--- src/rtl/exmem_stage.sv ---
// EX/MEM pipeline register: captures ALU result, destination and store operand,
// and precomputes byte-enables, lane-shifted store data and misalignment.
module exmem_stage #(
  parameter int WordSize    = 32,
  parameter int RegAddrBits = 5
) (
  input  logic                   clk,
  input  logic                   rstn,
  input  logic                   stall,
  input  logic                   flush,
  input  logic                   valid_in,
  input  logic [RegAddrBits-1:0] rdn_in,
  input  logic [WordSize-1:0]    alu_out_in,
  input  logic [WordSize-1:0]    rs2d,
  input  logic [1:0]             mem_op_in,
  input  logic [1:0]             mem_size_in,
  input  logic                   load_unsigned_in,
  output logic                   valid,
  output logic [RegAddrBits-1:0] rdn,
  output logic [WordSize-1:0]    alu_out,
  output logic [WordSize-1:0]    mem_data,
  output logic [WordSize/8-1:0]  mem_be,
  output logic                   mem_read,
  output logic                   mem_write,
  output logic [1:0]             mem_size,
  output logic                   load_unsigned,
  output logic                   misaligned
);

  localparam int NB     = WordSize / 8;
  localparam int OB     = $clog2(NB);
  // mem_size_in tops out at 3, so wider words never need clamping beyond that
  localparam int OB_SAT = (OB > 3) ? 3 : OB;

  localparam logic [1:0] OP_LOAD  = 2'd1;
  localparam logic [1:0] OP_STORE = 2'd2;

  logic [OB-1:0]       off;
  logic [1:0]          es;
  logic                is_load;
  logic                is_store;
  logic                is_mem;
  logic                mis;
  int                  n_bytes;
  logic [OB-1:0]       lane_mask;
  logic [NB-1:0]       size_be;
  logic [WordSize-1:0] size_mask;
  logic [NB-1:0]       be_shifted;
  logic [WordSize-1:0] data_shifted;

  assign off      = alu_out_in[OB-1:0];
  assign es       = (int'(mem_size_in) > OB_SAT) ? 2'(OB_SAT) : mem_size_in;
  assign is_load  = (mem_op_in == OP_LOAD);
  assign is_store = (mem_op_in == OP_STORE);
  assign is_mem   = is_load | is_store;

  always_comb begin
    n_bytes   = 1 << es;
    lane_mask = '0;
    size_be   = '0;
    size_mask = '0;
    for (int j = 0; j < OB; j++) begin
      lane_mask[j] = (j < int'(es));
    end
    for (int i = 0; i < NB; i++) begin
      size_be[i]         = (i < n_bytes);
      size_mask[8*i +: 8] = {8{size_be[i]}};
    end
  end

  assign mis          = is_mem & (|(off & lane_mask));
  assign be_shifted   = size_be << off;
  assign data_shifted = (rs2d & size_mask) << {off, 3'b000};

  // Priority: reset, then flush (beats stall), then stall holds, else capture.
  // A capture with valid_in low produces the same bubble as a flush.
  always_ff @(posedge clk or negedge rstn) begin
    if (!rstn) begin
      valid         <= 1'b0;
      rdn           <= '0;
      alu_out       <= '0;
      mem_data      <= '0;
      mem_be        <= '0;
      mem_read      <= 1'b0;
      mem_write     <= 1'b0;
      mem_size      <= '0;
      load_unsigned <= 1'b0;
      misaligned    <= 1'b0;
    end else if (flush || (!stall && !valid_in)) begin
      valid         <= 1'b0;
      rdn           <= '0;
      alu_out       <= '0;
      mem_data      <= '0;
      mem_be        <= '0;
      mem_read      <= 1'b0;
      mem_write     <= 1'b0;
      mem_size      <= '0;
      load_unsigned <= 1'b0;
      misaligned    <= 1'b0;
    end else if (!stall) begin
      valid         <= 1'b1;
      rdn           <= is_store ? '0 : rdn_in;
      alu_out       <= alu_out_in;
      mem_data      <= (is_store && !mis) ? data_shifted : '0;
      mem_be        <= (is_mem && !mis) ? be_shifted : '0;
      mem_read      <= is_load & ~mis;
      mem_write     <= is_store & ~mis;
      mem_size      <= es;
      load_unsigned <= load_unsigned_in;
      misaligned    <= mis;
    end
  end

endmodule

--- config.mk ---
export PLATFORM = sky130hd
export DESIGN_NAME = exmem_stage
export DESIGN_NICKNAME = d
export VERILOG_FILES = /design/src/rtl/exmem_stage.sv
export SDC_FILE = /design/constraint.sdc
export NUM_CORES = 1
export LEC_CHECK = 0
export CORE_UTILIZATION = 45
export DETAILED_ROUTE_END_ITERATION = 8
export PLACE_DENSITY_LB_ADDON = 0.3
export SLEW_MARGIN = 10
export SYNTH_ARGS = -nofsm -noshare
export SYNTH_HDL_FRONTEND = slang
export SYNTH_SLANG_ARGS = --single-unit
export TNS_END_PERCENT = 20
--- constraint.sdc ---
create_clock -name clk -period 1.29 [get_ports clk]
set_input_delay 0.258 -clock clk [delete_from_list [all_inputs] [get_ports clk]]
set_output_delay 0.258 -clock clk [all_outputs]
set_load 0.01 [all_outputs]
-- Yosys cells after proc, flatten, opt, wreduce, memory -nomap -nowiden
Index checks and enable logic that the tools add are counted.
- bitwise operators: 7
- mux-type cells: 24
- reductions and logical operators: 8
- order comparisons: 7
- equal/unequal tests: 3
- shift-type cells: 3
- operators by type and width (operator ; number):
    $mux W32 ; 5
    $lt A3 B32 Y1 const A ; 2
    $and A32 B32 Y32 ; 1
    $lt A1 B32 Y1 const A ; 1
    $lt A2 B32 Y1 const A ; 1
    $shl A1 B2 Y32 const A ; 1
    $shl A32 B5 Y32 ; 1
    $mux W5 ; 3
    $mux W4 ; 3
    $mux W1 ; 10
    $mux W2 ; 3
    $lt A1 B2 Y1 const A ; 2
    $shl A4 B2 Y4 ; 1
    $and A1 B1 Y1 ; 3
    $logic_and A1 B1 Y1 ; 3
    $logic_not A1 Y1 ; 3
    $and A2 B2 Y2 ; 1
    $eq A2 B1 Y1 const B ; 1
    $eq A2 B2 Y1 const B ; 1
    $gt A2 B2 Y1 const B ; 1
    $ne A2 B1 Y1 const B ; 1
    $reduce_or A2 Y1 ; 1
    $logic_or A1 B1 Y1 ; 1
    $not A1 Y1 ; 1
    $or A1 B1 Y1 ; 1
- output and inout port bits: 80
- bits of input ports: 79
- logic and storage cells: 62
- register bits: 80

-- Longest topological paths before layout
Gate-level depths: netlist (run 1).
- depth after elaboration: 11
- depth in mapped cells: 7
- depth with buffers taken out: 6

-- Worst setup path before layout (run 1)
OpenSTA, ideal clock, no wires.
- path kind: input to register
- start: input port mem_op_in[0]
- end: register mem_data[20]
- library setup time: 0.118 ns
- path buffers: 1
- path slack: -0.178 ns
- data required time: 1.172 ns
- stages on the path: 7
- arrival time: 1.350 ns
- path through: inv_1 -> ha_1 -> nand2b_1 -> o2111ai_2 -> buf_2 -> a21oi_1 -> a21o_1
- longest elaborated chain between the ends: 8
- elaborated cells on any way between the ends: 9
- classes of those cells: eq/ne: 2; mux: 3; bitwise: 2; reduce/logical: 2
- RTL lines (element ; line ; RTL):
    from (decl) ; 15 ; input logic [1:0] mem_op_in,
    $eq A2 B1 Y1 or $eq A2 B2 Y1 (tied branches) ; 53, 54 ;
    $or A1 B1 Y1 ; 55 ; assign is_mem = is_load | is_store;
    $and A1 B1 Y1 ; 71 ; assign mis = is_mem & (|(off & lane_mask));
    $logic_not A1 Y1 ; 104 ; mem_data <= (is_store && !mis) ? data_shifted : '0;
    $logic_and A1 B1 Y1 * ; 104 ;
    $mux W32 * ; 104 ;
    $mux W32 * ; 100 ; end else if (!stall) begin
    $mux W32 * ; 89 ; end else if (flush || (!stall && !valid_in)) begin
    to (signal assigned) ; 104 ;
    to (decl) ; 21 ; output logic [WordSize-1:0] mem_data,
Every way passes the cells marked *; elsewhere a longest branch is shown, timed or not. The select of a mux whose other input is x is not followed.
A chain may end at the register's enable or synchronous reset.

-- Worst setup path after layout (run 1)
- start: register mem_be[3]
- end: output port mem_be[3]
- RTL lines (element ; line ; RTL):
    from (decl) ; 22 ; output logic [WordSize/8-1:0] mem_be,
    from (signal assigned) ; 105 ; mem_be <= (is_mem && !mis) ? be_shifted : '0;
No word-level cell between the ends.

==> results.toml, run 1 <==
[setup_path]
r2r-end = "alu_out[19]"
cpMaxStageDelayCell = "dfrtp_1"
r2r_start = "alu_out[19]"
path_max_fanout = 2
cpPeakStageDelay_ns = 0.40
cp_data_arrival_time_ns = 1.00
criticalPathCategory = "flip-flop to output pin"
worstRegToRegCells = 2
crit_family = "flip-flops"
worstPathBufferInverterCount = 1
required_ns = 1.03
end_kind = "output pin"
path_cells = "clkdlybuf4s15_1"
startpoint_type = "flip-flop"
rrSetupSlack_ns = 0.41

[run]
drv_cap = 0

[synthesis]
syn_nets = 382
netlist_area_um2 = 3500
yosys_warnings = 0
synthArstFlopShare_pct = 100
yosys.area.top_type_share_pct = 57.3
synthFlopType = "dfrtp_1"
syn_inst = 301
yosysSeqAreaShare_pct = 57.3
synth_edf_count = 0
ys_top_cells_by_area = "dfrtp_1, a22o_1, mux2i_1"
ys_types = 30
synth_top_area_cell = "dfrtp_1"
synth-seq-cells = 80
avgSynthCellArea_um2 = 11.6

[drt]
num_vias = 3231
wirelength_mm = 10.6
first_pass_iters = 4
ant_nets = 0
dr.first_iter.drc_count = 165
vias_per_cell = 5.44
routedWlPerCell_um = 17.9
drc = 0

[power]
combPwrFrac_pct = 16.9
p_int_w = 0.00397
clock_power_share_pct = 35.1
power_frac_seq_pct = 48.0
cellPowerDensity_nw_per_um2 = 958
power_switching_share_pct = 26.6
switchingPower_w = 0.00144
ir_drop_v = 0.000481
p_leak_nw = 2.69

[status]
outcome = "finished, final reports clean"

[grt]
overflow = 0
antenna_found_initial = 0
grt_max_degree = 38
grt_pass1_vias = 3305
track_usage_pct = 27.4
grt_pass1_wl_mm = 17.2

[final_layout]
drive_above_1_share_pct = 19.6
area_delta_synth_final_pct = 61.5
fin_cells = 594
n_fill_cell = 510
num_antenna_cells = 0
final_cell_mix = "dfrtp_1, clkdlybuf4s50_1, a22o_1"
layout.nets = 571
final_cell_area_um2 = 5650
final_common_cell = "dfrtp_1"

[die]
start_util_pct = 47.4
die_area_um2 = 8130
rows = 31
die_w_um = 90.1
die_y_um = 90.1
ioPinCount = 159
core_um2 = 7370

[clocking]
insertion_delay_ns = 0.34
cts.path.max_buffers = 2
cts_buffers = 9
cts-root-buf = "clkbuf_8"
htree_levels = 3
clk_pin_slew_ns = 0.09
cts.sinks = 80
cts_tree = "built"

[timing]
finClkSkew_ns = 0
maxSlewViolCount = 0
fmax_ghz = 0.795
rsz0062_at_grt = "false"
setup_viol = 0
setup_ws_ns = 0.0319
finalCriticalPeriod_ns = 1.26
finalCritPeriodShare_pct = 97.5
worstMarginPinSlew_ns = 0.399
maxSlewHeadroom_pct = 73.4
hold_viol_final = 0

[worst_hold_path]
hold_path.class = "input port to async pin"

[place]
post-dp-hpwl_mm = 7.62
post-place-ws_ns = -0.750
gp_congestion = 0.932
placed_cells = 570
port_buffers = 158
dpl_cell_area_um2 = 5440
[synth_stat cells (all sizes together), types with 2 or more instances]
cell     n
o21ai   34
a21o     2
a32oi    2
dfrtp   80
nand2b   4
a22oi    6
inv      3
ha       2
xnor2    2
clkbuf   9
nor2b    3
mux2i   15
nand2   25
buf     16
nor2    15
a22o    64
a21oi   11
[worst max-delay path by stage]
stage | from | endpoint | depth (start not counted)
after floorplan | mem_op_in[1] | mem_data[20] | 6
after global placement | mem_op_in[0] | mem_data[8] | 7
after detailed placement | mem_op_in[0] | mem_data[12] | 7
after CTS | rdn[3] | rdn[3] | 1
after global routing | alu_out[13] | alu_out[13] | 1
final | mem_be[3] | mem_be[3] | 1
[flip-flops by register name, indices dropped and copies added, names as in the netlist]
| name | count |
|---|---|
| mem_data | 32 |
| load_unsigned | 1 |
| mem_write | 1 |
| mem_be | 4 |
| valid | 1 |
| mem_size | 2 |
| misaligned | 1 |
| mem_read | 1 |
| rdn | 5 |
| alu_out | 32 |
[per-stage QoR]
stage | hold WS, ns | TNS (ns) | power, W | util (%)
finish | 0.360 | 0 | 0.00541 | 76.6
global placement | 0.205 | -39.43 | 0.00354 | 73.8
global route | 0.381 | 0 | 0.00561 | 76.6
floorplan | -0.0376 | 0 | 0.00297 | -
CTS | 0.351 | -0.00369 | 0.00543 | 77.2
detailed placement | 0.210 | -41.60 | 0.00356 | 73.8
[power by group through the flow]
stage          Combinational (W)  Sequential (W)  Clock, W
2_1_floorplan           0.000293         0.00267         0
3_3_place_gp            0.000899         0.00264         0
3_5_place_dp            0.000916         0.00265         0
4_1_cts                 0.000909         0.00260   0.00193
5_1_grt                 0.000980         0.00261   0.00203
6_report                0.000912         0.00260   0.00190
[layout make-up]
class	instances	area [um^2]	share of cell area, %
clock buffers	9	124	2.19
clock inverters	7	77.6	1.37
inverters	3	13.8	0.244
multi-input cells	193	1420	25.2
flip-flops and latches	80	2000	35.5
well taps	99	124	2.19
repair buffers	203	1880	33.3
[cells by family after synthesis]
kind of cell               count (synthesis)  share of synthesized area, %
AOI/OAI and AO/OA                        122                          25.6
xor gates and xnor gates                   2                         0.501
adders and majority gates                  2                         0.716
buffers and inverters                     28                          4.12
DFF                                       80                          57.3
muxes                                     15                          4.29
and+or+nand+nor                           52                          7.52
[routing by layer]
metal	vias to the layer above	part of all wire, %	track usage (%)
li1	1489	-	-
met1	1600	42	35.2
met2	129	52	46.6
met3	13	5.0	5.75
met4	0	1.1	7.93
met5	-	0	0
[timing repair]
item	4_1_cts	5_1_grt
pin swaps	14	5
setup buffers	7	0
hold buffers	1	0
resized for setup	153	55
endpoints found under the hold margin	27	0
setup endpoints to repair	159	70
Power figures use the tool's default switching activity.
==> run 2: changes to the inputs <==
Settings changed: CORE_MARGIN set to 4.
==> results.toml, run 2 (same netlist as run 1, synthesis figures left out) <==
[worst_hold_path]
hold_path.class = "input port to flip-flop"

[die]
core_um2 = 7410
die_area_um2 = 9240
rows = 31
start_util_pct = 47.2
die_w_um = 96.1
ioPinCount = 159
die_y_um = 96.1

[timing]
finalCriticalPeriod_ns = 1.26
worstMarginPinSlew_ns = 0.351
rsz0062_at_grt = "true"
finalCritPeriodShare_pct = 97.4
finClkSkew_ns = 0
hold_viol_final = 0
fmax_ghz = 0.796
setup_ws_ns = 0.0337
maxSlewHeadroom_pct = 76.6
maxSlewViolCount = 0
fin_setup_tns_ns = 0
setup_viol = 0

[final_layout]
reg.largest.list = "alu_out (32), mem_data (32), rdn (5)"
final_common_cell = "dfrtp_1"
drive_above_1_share_pct = 18.2
final_cell_area_um2 = 5560
final_cell_mix = "dfrtp_1, clkdlybuf4s50_1, a22o_1"
n_fill_cell = 505
fin_cells = 583
area_delta_synth_final_pct = 59.2
num_antenna_cells = 0
layout.nets = 560

[clocking]
clk_pin_slew_ns = 0.08
insertion_delay_ns = 0.34
cts-root-buf = "clkbuf_8"
cts.sinks = 80
cts_buffers = 9
cts_tree = "built"
htree_levels = 3
cts.path.max_buffers = 2

[grt]
met1_usage_pct = 28.2
grtUsageMet2_pct = 39.9
overflow = 0
grt_pass1_vias = 3344
grt_pass1_wl_mm = 16.2
use_met3_pct = 6.10
grt_max_degree = 42
track_usage_pct = 23.1
grt.busiest_layer = "met2"
antenna_found_initial = 0

[setup_path]
cpPeakStageDelay_ns = 0.27
cp_data_arrival_time_ns = 1.50
crit_family = "compound AO/OA/AOI/OAI gates"
path_cells = "clkdlybuf4s15_1 -> ha_4 -> nand2b_4 -> o2111ai_4 -> buf_4 -> a21oi_2 -> a21o_1"
worstPathBufferInverterCount = 2
path_max_fanout = 4
startpoint_type = "input port"
end_kind = "flip-flop"
cpMaxStageDelayCell = "ha_4"
required_ns = 1.53
criticalPathCategory = "input port to flip-flop"

[place]
gp_congestion = 0.831
dpl_cell_area_um2 = 5390
post-dp-hpwl_mm = 8.10
placed_cells = 560
port_buffers = 158
post-place-ws_ns = -0.697

[power]
p_total_w = 0.00555
cellPowerDensity_nw_per_um2 = 997
p_leak_nw = 2.65
ir_drop_v = 0.000651

[drt]
drc = 0
wirelength_mm = 10.6
dr.first_iter.drc_count = 143
vias_per_cell = 5.47
num_vias = 3190
first_pass_iters = 5
ant_nets = 0
routedWlPerCell_um = 18.1

[run]
drv_cap = 0

[status]
outcome = "finished, final reports clean"
==> run 2: cell types whose count changed in the layout (fill, tap and decap cells not counted), sizes merged <==
cell,change
buf,-11
bufinv,+1
clkbuf,+5
clkdlybuf4s15,-4
clkinv,+1
clkinvlp,-1
dlygate4sd2,+1
dlymetal6s2s,-1
inv,-2
==> run 2: layer usage <==
| metal | part of all wire (%) | vias to the layer above |
|---|---|---|
| li1 | - | 1474 |
| met1 | 40 | 1549 |
| met2 | 50 | 152 |
| met3 | 8.7 | 15 |
| met4 | 1.5 | 0 |
| met5 | 0 | - |
==> run 2: path summary, 6_finish.rpt <==
path | start | end | slack (ns) | cells past startpoint
max | mem_op_in[1] | mem_data[20] | 0.03 | 7
max reg2reg | mem_data[10] | mem_data[10] | 0.43 | 2
min | alu_out_in[0] | alu_out[0] | 0.32 | 2
min reg2reg | mem_write | mem_write | 0.49 | 2
max in group asynchronous | rstn | mem_be[1] | 0.44 | 3
min in group asynchronous | rstn | alu_out[30] | 0.35 | 2
==> run 2: cell type report <==
| type | instances | area (um^2) | area share [%] |
|---|---|---|---|
| timing repair buffer | 192 | 1790 | 32.1 |
| clock inverter | 6 | 91.3 | 1.64 |
| multi-input combinational | 193 | 1410 | 25.3 |
| sequential | 80 | 2000 | 36.0 |
| tap | 99 | 124 | 2.23 |
| clock buffer | 10 | 138 | 2.47 |
| inverter | 3 | 13.8 | 0.247 |
==> run 2: report_power, final <==
group / switching (W) / internal (W)
registers: 0.0000328 / 0.00256
clock network: 0.000939 / 0.00115
logic: 0.000402 / 0.000458
==> run 2: metrics by stage <==
stage	hold WS, ns	utilization, %
floorplan	-0.0376	-
global placement	0.180	72.8
detailed placement	0.185	72.8
CTS	0.315	75.9
global route	0.325	75.1
finish	0.315	75.1
==> run 2: timing repair <==
action,in CTS,in global routing
setup endpoints to repair,147,69
setup buffers,4,2
gates cloned,0,0
resized for setup,141,57
pin swaps,4,3
endpoints found under the hold margin,22,0
hold buffers,1,0
==> run 2: worst reg2reg max path: stages (launching register included) <==
cell and delay (ns):
dfrtp_1 0.41, buf_4 0.15, a22o_1 0.20
